## src/rtl/muldiv_pkg.sv

```systemverilog
// Shared types for the iterative multiply/divide unit: funct3 codes, op and FSM enums.
// The divider is only built when MULDIV_DIV_EN is defined.
package muldiv_pkg;

  localparam logic [2:0] F3_MUL    = 3'b000;
  localparam logic [2:0] F3_MULH   = 3'b001;
  localparam logic [2:0] F3_MULHSU = 3'b010;
  localparam logic [2:0] F3_MULHU  = 3'b011;
  localparam logic [2:0] F3_DIV    = 3'b100;
  localparam logic [2:0] F3_DIVU   = 3'b101;
  localparam logic [2:0] F3_REM    = 3'b110;
  localparam logic [2:0] F3_REMU   = 3'b111;

  typedef enum logic [2:0] {
    OP_MUL    = F3_MUL,
    OP_MULH   = F3_MULH,
    OP_MULHSU = F3_MULHSU,
    OP_MULHU  = F3_MULHU,
    OP_DIV    = F3_DIV,
    OP_DIVU   = F3_DIVU,
    OP_REM    = F3_REM,
    OP_REMU   = F3_REMU
  } op_e;

  typedef enum logic [2:0] {
    S_IDLE,
    S_PREP,
    S_CALC,
    S_FIXUP,
    S_DONE
  } state_e;

endpackage

```

## src/rtl/muldiv_step.sv

```systemverilog
// One CALC cycle: UNROLL chained single-bit shift-add (multiply) or restoring (divide) iterations.
// The divide path exists only when MULDIV_DIV_EN is defined.
module muldiv_step
  import muldiv_pkg::*;
#(
  parameter int XLEN   = 32,
  parameter int UNROLL = 1
) (
  input  logic            is_div_i,
  input  logic [XLEN-1:0] hi_i,
  input  logic [XLEN-1:0] lo_i,
  input  logic [XLEN-1:0] opnd_i,
  output logic [XLEN-1:0] hi_o,
  output logic [XLEN-1:0] lo_o
);

  logic [XLEN-1:0] hi_c [UNROLL+1];
  logic [XLEN-1:0] lo_c [UNROLL+1];

  assign hi_c[0] = hi_i;
  assign lo_c[0] = lo_i;

  genvar gi;
  generate
    for (gi = 0; gi < UNROLL; gi++) begin : g_bit
      // Multiply: {hi,lo} holds partial product above the unconsumed multiplier bits.
      logic [XLEN:0] mul_sum;
      assign mul_sum = {1'b0, hi_c[gi]} + (lo_c[gi][0] ? {1'b0, opnd_i} : '0);
`ifdef MULDIV_DIV_EN
      logic [XLEN:0] sh;
      logic [XLEN:0] diff;
      assign sh   = {hi_c[gi], lo_c[gi][XLEN-1]};
      assign diff = sh - {1'b0, opnd_i};
      assign hi_c[gi+1] = !is_div_i ? mul_sum[XLEN:1] :
                          (diff[XLEN] ? sh[XLEN-1:0] : diff[XLEN-1:0]);
      assign lo_c[gi+1] = !is_div_i ? {mul_sum[0], lo_c[gi][XLEN-1:1]} :
                          {lo_c[gi][XLEN-2:0], ~diff[XLEN]};
`else
      assign hi_c[gi+1] = mul_sum[XLEN:1];
      assign lo_c[gi+1] = {mul_sum[0], lo_c[gi][XLEN-1:1]};
`endif
    end
  endgenerate

`ifndef MULDIV_DIV_EN
  logic unused_is_div;
  assign unused_is_div = is_div_i;
`endif

  assign hi_o = hi_c[UNROLL];
  assign lo_o = lo_c[UNROLL];

endmodule

```

## src/rtl/muldiv_unit.sv

```systemverilog
// Iterative RV32M-style multiply/divide unit: IDLE->PREP->CALC->FIXUP->DONE, XLEN/UNROLL CALC cycles.
// Define MULDIV_DIV_EN to build the divider; otherwise divide ops finish flagged illegal_op.
module muldiv_unit
  import muldiv_pkg::*;
#(
  parameter int XLEN   = 32,
  parameter int UNROLL = 1
) (
  input  logic            clk,
  input  logic            reset,
  input  logic            start,
  input  logic [2:0]      op,
  input  logic [XLEN-1:0] a,
  input  logic [XLEN-1:0] b,
  input  logic            flush,
  output logic            busy,
  output logic            done,
  output logic [XLEN-1:0] result,
  output logic            illegal_op
);

  localparam int STEPS = XLEN / UNROLL;
  localparam int CNT_W = $clog2(STEPS + 1);

  state_e            state_q, state_d;
  op_e               op_q, op_d;
  logic [XLEN-1:0]   a_q, a_d, b_q, b_d;
  logic [XLEN-1:0]   hi_q, hi_d, lo_q, lo_d, opnd_q, opnd_d;
  logic [XLEN-1:0]   result_q, result_d;
  logic [CNT_W-1:0]  cnt_q, cnt_d;
  logic              neg_q, neg_d, ill_q, ill_d;
  logic              done_q, done_d, illegal_q, illegal_d;

  logic [XLEN-1:0]   step_hi, step_lo, a_mag, b_mag, fix_val;
  logic [2*XLEN-1:0] prod, prod_s;
  logic              a_sgn, b_sgn, a_neg, b_neg, neg_c;

  muldiv_step #(.XLEN(XLEN), .UNROLL(UNROLL)) u_step (
    .is_div_i (op_q[2]),
    .hi_i     (hi_q),
    .lo_i     (lo_q),
    .opnd_i   (opnd_q),
    .hi_o     (step_hi),
    .lo_o     (step_lo)
  );

  // Operand magnitudes and result sign; MULHSU treats only a as signed.
  always_comb begin
    a_sgn = 1'b0;
    b_sgn = 1'b0;
    case (op_q)
      OP_MULH, OP_DIV, OP_REM: begin a_sgn = 1'b1; b_sgn = 1'b1; end
      OP_MULHSU:               a_sgn = 1'b1;
      default:                 ;
    endcase
    a_neg = a_sgn & a_q[XLEN-1];
    b_neg = b_sgn & b_q[XLEN-1];
    a_mag = a_neg ? -a_q : a_q;
    b_mag = b_neg ? -b_q : b_q;
    neg_c = (op_q == OP_REM) ? a_neg : (a_neg ^ b_neg);
  end

  always_comb begin
    prod    = {hi_q, lo_q};
    prod_s  = neg_q ? -prod : prod;
    fix_val = (op_q == OP_MUL) ? prod_s[XLEN-1:0] : prod_s[2*XLEN-1:XLEN];
`ifdef MULDIV_DIV_EN
    if (op_q[2]) begin
      fix_val = op_q[1] ? hi_q : lo_q;
      fix_val = neg_q ? -fix_val : fix_val;
    end
`endif
  end

`ifdef MULDIV_DIV_EN
  logic            div_zero, div_ovf;
  logic [XLEN-1:0] fast_val;
  assign div_zero = (b_q == '0);
  assign div_ovf  = a_sgn && (a_q == {1'b1, {(XLEN-1){1'b0}}}) && (b_q == '1);
  assign fast_val = op_q[1] ? (div_zero ? a_q : '0) : (div_zero ? '1 : a_q);
`endif

  always_comb begin
    state_d   = state_q;
    op_d      = op_q;
    a_d       = a_q;
    b_d       = b_q;
    hi_d      = hi_q;
    lo_d      = lo_q;
    opnd_d    = opnd_q;
    cnt_d     = cnt_q;
    neg_d     = neg_q;
    ill_d     = ill_q;
    result_d  = result_q;
    done_d    = 1'b0;
    illegal_d = 1'b0;
    case (state_q)
      S_IDLE: if (start) begin
        op_d    = op_e'(op);
        a_d     = a;
        b_d     = b;
        state_d = S_PREP;
      end
      S_PREP: begin
        hi_d    = '0;
        lo_d    = a_mag;
        opnd_d  = b_mag;
        neg_d   = neg_c;
        cnt_d   = '0;
        ill_d   = 1'b0;
        state_d = S_CALC;
        if (op_q[2]) begin
`ifdef MULDIV_DIV_EN
          if (div_zero || div_ovf) begin
            lo_d    = fast_val;
            state_d = S_DONE;
          end
`else
          lo_d    = '0;
          ill_d   = 1'b1;
          state_d = S_DONE;
`endif
        end
      end
      S_CALC: begin
        hi_d  = step_hi;
        lo_d  = step_lo;
        cnt_d = cnt_q + CNT_W'(1);
        if (cnt_q == CNT_W'(STEPS - 1)) state_d = S_FIXUP;
      end
      S_FIXUP: begin
        lo_d    = fix_val;
        state_d = S_DONE;
      end
      S_DONE: begin
        result_d  = lo_q;
        done_d    = 1'b1;
        illegal_d = ill_q;
        state_d   = S_IDLE;
      end
      default: state_d = S_IDLE;
    endcase
    // Flush also drops a start presented in IDLE.
    if (flush) begin
      state_d   = S_IDLE;
      result_d  = result_q;
      done_d    = 1'b0;
      illegal_d = 1'b0;
    end
  end

  always_ff @(posedge clk) begin
    if (!reset) begin
      state_q   <= S_IDLE;
      result_q  <= '0;
      done_q    <= 1'b0;
      illegal_q <= 1'b0;
      cnt_q     <= '0;
      ill_q     <= 1'b0;
    end else begin
      state_q   <= state_d;
      result_q  <= result_d;
      done_q    <= done_d;
      illegal_q <= illegal_d;
      cnt_q     <= cnt_d;
      ill_q     <= ill_d;
    end
  end

  always_ff @(posedge clk) begin
    op_q   <= op_d;
    a_q    <= a_d;
    b_q    <= b_d;
    hi_q   <= hi_d;
    lo_q   <= lo_d;
    opnd_q <= opnd_d;
    neg_q  <= neg_d;
  end

  assign busy       = (state_q != S_IDLE);
  assign done       = done_q;
  assign result     = result_q;
  assign illegal_op = illegal_q;

endmodule

```

## config.mk

```make
export PLATFORM = sky130hd
export DESIGN_NAME = muldiv_unit
export DESIGN_NICKNAME = d
export VERILOG_FILES = /design/src/rtl/muldiv_pkg.sv /design/src/rtl/muldiv_step.sv /design/src/rtl/muldiv_unit.sv
export SDC_FILE = /design/constraint.sdc
export NUM_CORES = 1
export LEC_CHECK = 0
export ABC_AREA = 1
export CORE_MARGIN = 3
export CORE_UTILIZATION = 64
export CTS_CLUSTER_DIAMETER = 200
export DETAILED_ROUTE_END_ITERATION = 16
export PLACE_DENSITY = 0.95
export SYNTH_ARGS = -nofsm -noshare
export SYNTH_HDL_FRONTEND = slang
export SYNTH_SLANG_ARGS = --single-unit
```

## constraint.sdc

```tcl
create_clock -name clk -period 5.9 [get_ports clk]
set_input_delay 0.59 -clock clk [delete_from_list [all_inputs] [get_ports clk]]
set_output_delay 0.59 -clock clk [all_outputs]
set_load 0.05 [all_outputs]
```

# Yosys cells after proc, flatten, opt, wreduce, memory -nomap -nowiden
# Index checks and enable logic that the tools add are counted.
# totals
reg_bits,208
inputBits,71
out_inout_bits,35
wordCells,67
# op_classes
n_addsub,5
eq_ne,12
muxes,18
n_bitwise,6
reduce_logical,13
# ops
op,n
$mux 32,5
$pmux 32 s3,1
$mux 64,1
$neg 32->32,2
$neg 64->64,1
$pmux 32 s2,1
$add 32x33->33,1
$pmux 3 s4,1
$pmux 6 s2,1
$eq 3x2->1 const B,3
$eq 3x3->1 const B,3
$mux 3,3
$reduce_and 2->1,4
$add 6x1->6 const B,1
$eq 3x1->1 const B,2
$eq 6x5->1 const B,1
$logic_not 3->1,2
$reduce_bool 3->1,2
$reduce_or 3->1,2
$mux 1,5
$ne 2x2->1 const B,2
$reduce_or 4->1,1
$ne 3x3->1 const B,1
$not 1->1,3
4 further kinds,5

# Logic depth before layout (Yosys ltp)
# Gate-level depths: netlist (run 1).
# depth
ltp_word,7
mapped_depth,17

# Cells and area by module
# A second synthesis (run 1) with hierarchy kept.
# hier_totals
cells_unflattened,2134
hier_area_um2,14669.1
# by_module_without_submodules
module,instances,cells_each,area_per_inst_um2
muldiv_unit,1,1531,11798.8
muldiv_step,1,603,2870.3

# Worst setup path before layout (run 1)
# Ideal clock, no wire load.
# synth_path
path_type,reg2reg
start,reg state_q[0]
end,"reg a_q[0], enable pin"
setup_time_ns,0.492
arrival_time_ns,3.739
required_time_ns,5.408
path_slack_ns,1.668
stages_incl_launch_ff,4
cell_sequence,dfxtp_1 nor2_1 nand2_1 nor2_1
# synth_via
elab_chain_len,2
# synth_rtl
element,line_no,text
"start, declared",muldiv_unit.sv:25,"state_e state_q, state_d;"
"start signal, assigned",muldiv_unit.sv:161,state_q <= state_d;
$logic_not 3->1,muldiv_unit.sv:97,case (state_q)
$reduce_and 2->1 (no line),-,
"end signal, assigned",muldiv_unit.sv:172,a_q <= a_d;
"end, declared",muldiv_unit.sv:27,"logic [XLEN-1:0] a_q, a_d, b_q, b_d;"
# Every way passes these cells.
# A chain may end at the register's enable or synchronous reset.

# Worst setup path after layout (run 1)
# layout_path
start,reg lo_q[0]
end,reg hi_q[19] (data pin)
# layout_via
elab_chain_len,3
# layout_rtl
element,line_no,text
"start, declared",muldiv_unit.sv:28,"logic [XLEN-1:0] hi_q, hi_d, lo_q, lo_d, opnd_q, opnd_d;"
"start signal, assigned",muldiv_unit.sv:175,lo_q <= lo_d;
$mux 32,muldiv_step.sv:28,"assign mul_sum = {1'b0, hi_c[gi]} + (lo_c[gi][0] ? {1'b0, opnd_i} : '0);"
$add 32x33->33,muldiv_step.sv:28,
$pmux 32 s2,muldiv_unit.sv:97,
"end signal, assigned",muldiv_unit.sv:174,hi_q <= hi_d;
"end, declared",muldiv_unit.sv:28,
# Every way passes these cells.

==> run_results.csv, run 1 <==
group,metric,value,unit
run_status,outcome,"finished, final reports clean",
floorplanning,die_w,153,µm
floorplanning,rows,53,
sta,whs,0.452,ns
clock_network,cts_made_buffers,23,
clock_network,cts_num_sinks,208,
floorplanning,core_area,21100,µm²
clock_network,clockRootBuffer,"clkbuf_16",
clock_network,ctsHoldBuffers,0,
floorplanning,dieArea,23300,µm²
setup_path,cp-end-kind,"register",
sta,fin_skew,0.00859,ns
setup_path,path_max_fanout,33,
setup_path,critPathRequiredTime,6.14,ns
setup_path,crit_slowest_cell,"edfxtp_1",
setup_path,crit_family,"flip-flops",
final_layout,finalNetCount,2129,
synth,seq_area_frac_synth,42.1,%
job,cap_violations,0,
final_layout,syn2layout_area_growth,14.3,%
grt,grt-ovfl-total,0,
grt,antenna_found_initial,0,
synth,syn_avg_cell_area,7.15,µm²
clock_network,path_clk_slew,0.06,ns
setup_path,path_buf_inv,1,
power,power_density,234,nW/µm²
routing,drc_errors,0,
synth,synth_edf_count,164,
final_layout,layout_common_cells,"507 x nand2_1, 299 x nor2_1, 216 x inv_1",
final_layout,layout-drive-gt1-share,3.88,%
setup_path,path_class,"reg -> reg",
power,p_leak,6.61,nW
routing,dr.pass1.iters,7,
grt,grt_pass1_wl,72.9,mm
sta,tightest_slew,1.17,ns
synth,syn_area,13800,µm²
routing,wl,46.8,mm
final_layout,post-route-util,74.7,%
final_layout,fillCellCount,1565,
synth,async_reset_ff_share,0,%
setup_path,worst_path_most_repeated_cell,"nand2_1",
sta,setup_slack,2.46,ns
final_layout,layout_commonest_cell,"nand2_1",
synth,syn_inst,1927,
clock_network,cts_setup_buffers,0,
power,p_total,3.68,mW
floorplanning,num_io_pins,106,
sta,fin_crit,3.44,ns
routing,antenna_left,0,
setup_path,max_stage_delay,1.08,ns
synth,dominantRegCellSynth,"edfxtp_1",
final_layout,antennaDiodeCount,0,
synth,ys_ff_latch,208,
clock_network,cts_resized,0,
grt,grt_max_degree,80,
power,vdd_drop_max,0.298,mV
routing,viasPerCell,6.21,
sta,rsz0062_at_grt,"false",
sta,max_freq,0.291,GHz
grt,grt_usage,39.1,%
sta,slew_headroom,21.9,%
placed_design,routabilityCongestion,1.03,
clock_network,tritoncts,"yes",
sta,fin_tns_setup,0,ns
sta,setup_viol,0,
sta,drv_slew,0,
worst_hold_path,hold_class,"reg -> reg",
floorplanning,die_y,153,µm
synth,syn_nets,2035,
placed_design,place_hpwl,34.9,mm
synth,yosysWarnings,0,
sta,finalCritPeriodShare,58.3,%
sta,hold_viol_final,0,
grt,grt_pass1_vias,13400,
setup_path,startpoint_type,"register",
clock_network,clkLatencyLatePin,0.52,ns
setup_path,crit_chain,"nand2_1 -> inv_1 -> ha_1 -> fa_1 -> nand2_1 -> nand2_1 -> o21ai_0 -> o21ai_1 -> nand2_1 -> nand2_1 -> nand2_1 -> nand2_1 -> nand2_1 -> nand2_1 -> nor2_1",
placed_design,dp_slack,2.58,ns
synth,yosysUniqueCellTypes,49,
placed_design,io_buffers,105,
setup_path,arrival,3.68,ns
routing,routedWlPerCell,20.2,µm
routing,drtIter0Drc,2282,
clock_network,clockBufferDepth,3,
clock_network,cts-htree-levels,1,
routing,vias,14300,
floorplanning,start_util,65.3,%
==> sequential cells by signal, indices dropped and copies added (netlist names) <==
name	count
state_q	3
opnd_q	32
hi_q	32
a_q	32
cnt_q	6
illegal_op	1
result	32
ill_q	1
b_q	32
neg_q	1
op_q	3
lo_q	32
done	1
==> layout make-up <==
| cell class | instances | area (µm²) | share of cell area, % |
|---|---|---|---|
| Timing Repair Buffer | 114 | 1120 | 7.10 |
| Multi-Input combinational cell | 1451 | 6950 | 44.1 |
| Tap cell | 275 | 344 | 2.18 |
| Sequential cell | 208 | 5810 | 36.9 |
| Inverter | 223 | 838 | 5.32 |
| Clock inverter | 14 | 109 | 0.691 |
| Clock buffer | 25 | 583 | 3.70 |
==> synthesized netlist by cell type, types with 23 or more instances <==
cell type,number,share of area [%]
nor2_1,301,8.2
edfxtp_1,164,36
nand3_1,147,5.3
a21oi_1,154,5.6
nand2_1,508,14
clkbuf_1,23,0.63
ha_1,36,3.3
xor2_1,23,1.5
inv_1,216,5.9
o21ai_0,118,4.3
dfxtp_1,44,6.4
nor3_1,24,0.87
==> where the power goes <==
part | leakage [nW] | switching, mW | internal [mW]
logic | 4.36 | 0.383 | 0.186
registers | 1.91 | 0.0801 | 1.67
clock network | 0.335 | 0.602 | 0.759
==> stage by stage <==
stage / cells / area [µm²]
detailed placement: 2271 / 15100
finish: 2310 / 15800
CTS: 2310 / 15800
global placement: 2271 / 15100
floorplan: 1927 / 13800
global route: 2310 / 15800
==> cell families (layout without fill, tap and decap cells) <==
group	Yosys count	count (layout)	synth area share (%)
fa+ha+maj	37	37	3.41
flops	208	208	42.1
simple gates	1054	1054	32.2
xor+xnor	31	31	1.97
buf+inv	268	376	7.60
compound gates	329	329	12.7
==> worst register-to-register path, stage by stage, from the launching register on <==
cell and delay, ns:
edfxtp_1 1.08, nand2_1 0.27, inv_1 0.12, ha_1 0.24, fa_1 0.22, nand2_1 0.07, nand2_1 0.07, o21ai_0 0.18
o21ai_1 0.37, nand2_1 0.09, nand2_1 0.15, nand2_1 0.09, nand2_1 0.07, nand2_1 0.05, nand2_1 0.05, nor2_1 0.03
==> routing by layer <==
metal	global-route usage (%)	vias up	wire length (µm)
met2	59.1	1134	20000
met4	13.9	0	1960
met3	8.32	189	6330
met5	0	-	0
met1	56.0	6443	18500
li1	-	6577	-
==> path summary, 6_finish.rpt <==
check	start	end	slack, ns	depth (start not counted)
max	lo_q[0]	hi_q[19]	2.46	15
min	ill_q	illegal_op	0.45	2
max reg2reg	lo_q[0]	hi_q[19]	2.46	15
min reg2reg	ill_q	illegal_op	0.45	2
(Power assumes the default switching activity.)
==> inputs of run 2 (changes only) <==
Settings changed: CORE_UTILIZATION 64 to 60, PLACE_DENSITY 0.95 to 0.93.
Clock period 5.9 ns to 3.5 ns, I/O delays scaled along.
==> run_results.csv, run 2 (same netlist as run 1, synthesis figures left out) <==
group,metric,value,unit
run_status,outcome,"finished, final reports clean",
routing,wl,43.7,mm
clock_network,clockRootBuffer,"clkbuf_16",
setup_path,r2r-end,"hi_q[23]",
setup_path,worst_path_most_repeated_cell,"nand2_1",
final_layout,fillCellCount,1801,
clock_network,cts_made_buffers,23,
placed_design,io_buffers,105,
clock_network,clkLatencyLatePin,0.52,ns
grt,grt_max_degree,65,
grt,grt_usage,34.9,%
setup_path,rr_worst_depth,16,
setup_path,max_stage_delay,0.43,ns
grt,antenna_found_initial,0,
setup_path,critPathRequiredTime,3.77,ns
routing,dr.pass1.iters,6,
clock_network,cts_resized,0,
final_layout,antennaDiodeCount,0,
power,switchingPower,1.76,mW
sta,max_freq,0.358,GHz
setup_path,endpoint,"hi_q[23]",
placed_design,dp_slack,0.824,ns
power,vdd_drop_max,0.422,mV
setup_path,rr_startpoint,"lo_q[0]",
sta,hold_viol_final,0,
job,cap_violations,0,
final_layout,layout_common_cells,"508 x nand2_1, 299 x nor2_1, 216 x inv_1",
setup_path,crit_chain,"buf_4 -> nand2_1 -> inv_1 -> ha_1 -> fa_1 -> nand2_1 -> nand2_1 -> o21ai_0 -> o21ai_1 -> nand2_1 -> nand2_1 -> nand2_1 -> nand2_1 -> nand2_1 -> nand2_1 -> nor2_1",
sta,fin_crit,2.79,ns
floorplanning,rows,54,
final_layout,syn2layout_area_growth,15.4,%
power,power.internal,4.64,mW
floorplanning,die_y,158,µm
routing,drtIter0Drc,1952,
sta,finalCritPeriodShare,79.7,%
grt,grt-ovfl-total,0,
worst_hold_path,hold_class,"in -> reg",
final_layout,layout_commonest_cell,"nand2_1",
sta,setup_slack,0.710,ns
setup_path,r2r_slack,0.71,ns
setup_path,crit_slowest_cell,"o21ai_1",
power,p_comb_share,14.8,%
grt,grt_pass1_wl,68.0,mm
clock_network,ctsHoldBuffers,0,
clock_network,cts_num_sinks,208,
setup_path,arrival,3.06,ns
sta,slew_headroom,22.2,%
grt,grt_pass1_vias,12700,
power,clkPwrFrac,39.2,%
routing,vias,14000,
final_layout,layout-drive-gt1-share,4.45,%
sta,drv_slew,0,
setup_path,startpoint,"lo_q[0]",
clock_network,cts-htree-levels,1,
worst_hold_path,hp-start,"a[12]",
setup_path,path_class,"reg -> reg",
sta,rsz0062_at_grt,"false",
sta,setup_viol,0,
routing,viasPerCell,6.01,
power,seqPwrFrac,46.0,%
clock_network,cts_setup_buffers,0,
final_layout,final_area,15900,µm²
placed_design,routabilityCongestion,1.04,
floorplanning,die_w,158,µm
setup_path,path_max_fanout,33,
setup_path,startpoint_type,"register",
power,power_density,403,nW/µm²
placed_design,place_area,15100,µm²
floorplanning,core_area,22200,µm²
clock_network,path_clk_slew,0.06,ns
setup_path,cp-end-kind,"register",
clock_network,clockBufferDepth,3,
floorplanning,start_util,62.2,%
routing,routedWlPerCell,18.8,µm
final_layout,finalNetCount,2138,
floorplanning,num_io_pins,106,
routing,drc_errors,0,
routing,antenna_left,0,
clock_network,tritoncts,"yes",
sta,fin_tns_setup,0,ns
floorplanning,dieArea,24800,µm²
sta,tightest_slew,1.17,ns
power,p_leak,6.69,nW
power,netSwitchingFraction,27.6,%
placed_design,place_hpwl,33.1,mm
sta,fin_skew,0.0165,ns
run 2: changes by cell type in the layout (fill, tap and decap cells not counted), sizes merged:
cell,previous run,this run
bufinv,1,4
clkinv,12,10
buf,9,18
inv,223,221
clkinvlp,1,3
clkbuf,25,26
run 2: how the worst min path moves through the flow:
stage | end | depth (start not counted)
2_1_floorplan | illegal_op | 2
3_3_place_gp | illegal_op | 2
3_5_place_dp | illegal_op | 2
4_1_cts | a_q[8] | 1
5_1_grt | a_q[5] | 1
6_report | a_q[12] | 1
run 2: routing by layer:
layer	GRT usage, %	part of all wire, %	vias to the layer above	routed length [µm]
met1	50.5	41	6350	17800
met3	8.08	14	99	5900
li1	-	-	6597	-
met5	0	0	-	0
met2	53.6	43	934	18800
met4	8.51	2.7	0	1200
run 2: worst max-delay path, delay by kind of cell, from the launching register on:
kind | cells | cell delay, ns
compound gates | 2 | 0.61
buf+inv | 2 | 0.37
flops | 1 | 0.32
simple gates | 10 | 0.81
fa+ha+maj | 2 | 0.44
run 2: final cells by class:
class,count,area [µm²],share of cell area [%]
Multi-Input combinational cell,1451,6950,43.7
Sequential cell,208,5810,36.5
Timing Repair Buffer,123,1190,7.46
Inverter,223,838,5.27
Clock buffer,26,587,3.69
Tap cell,280,350,2.20
Clock inverter,15,186,1.17
run 2: power by group through the flow:
stage | Clock (mW) | Combinational, mW | Sequential [mW]
after global routing | 2.63 | 1.04 | 2.95
after floorplan | 0 | 0.602 | 2.95
after global placement | 0 | 0.881 | 2.98
after detailed placement | 0 | 0.907 | 2.99
after CTS | 2.53 | 0.919 | 2.94
final | 2.51 | 0.946 | 2.95
run 2: through the flow:
step	hold WS [ns]	total power, mW	utilization (%)	instances
2_1_floorplan	0.421	3.55	-	1927
3_3_place_gp	0.446	3.86	68.3	2285
3_5_place_dp	0.462	3.89	68.3	2285
4_1_cts	0.372	6.39	71.8	2326
5_1_grt	0.379	6.62	71.8	2326
6_report	0.383	6.40	71.8	2326
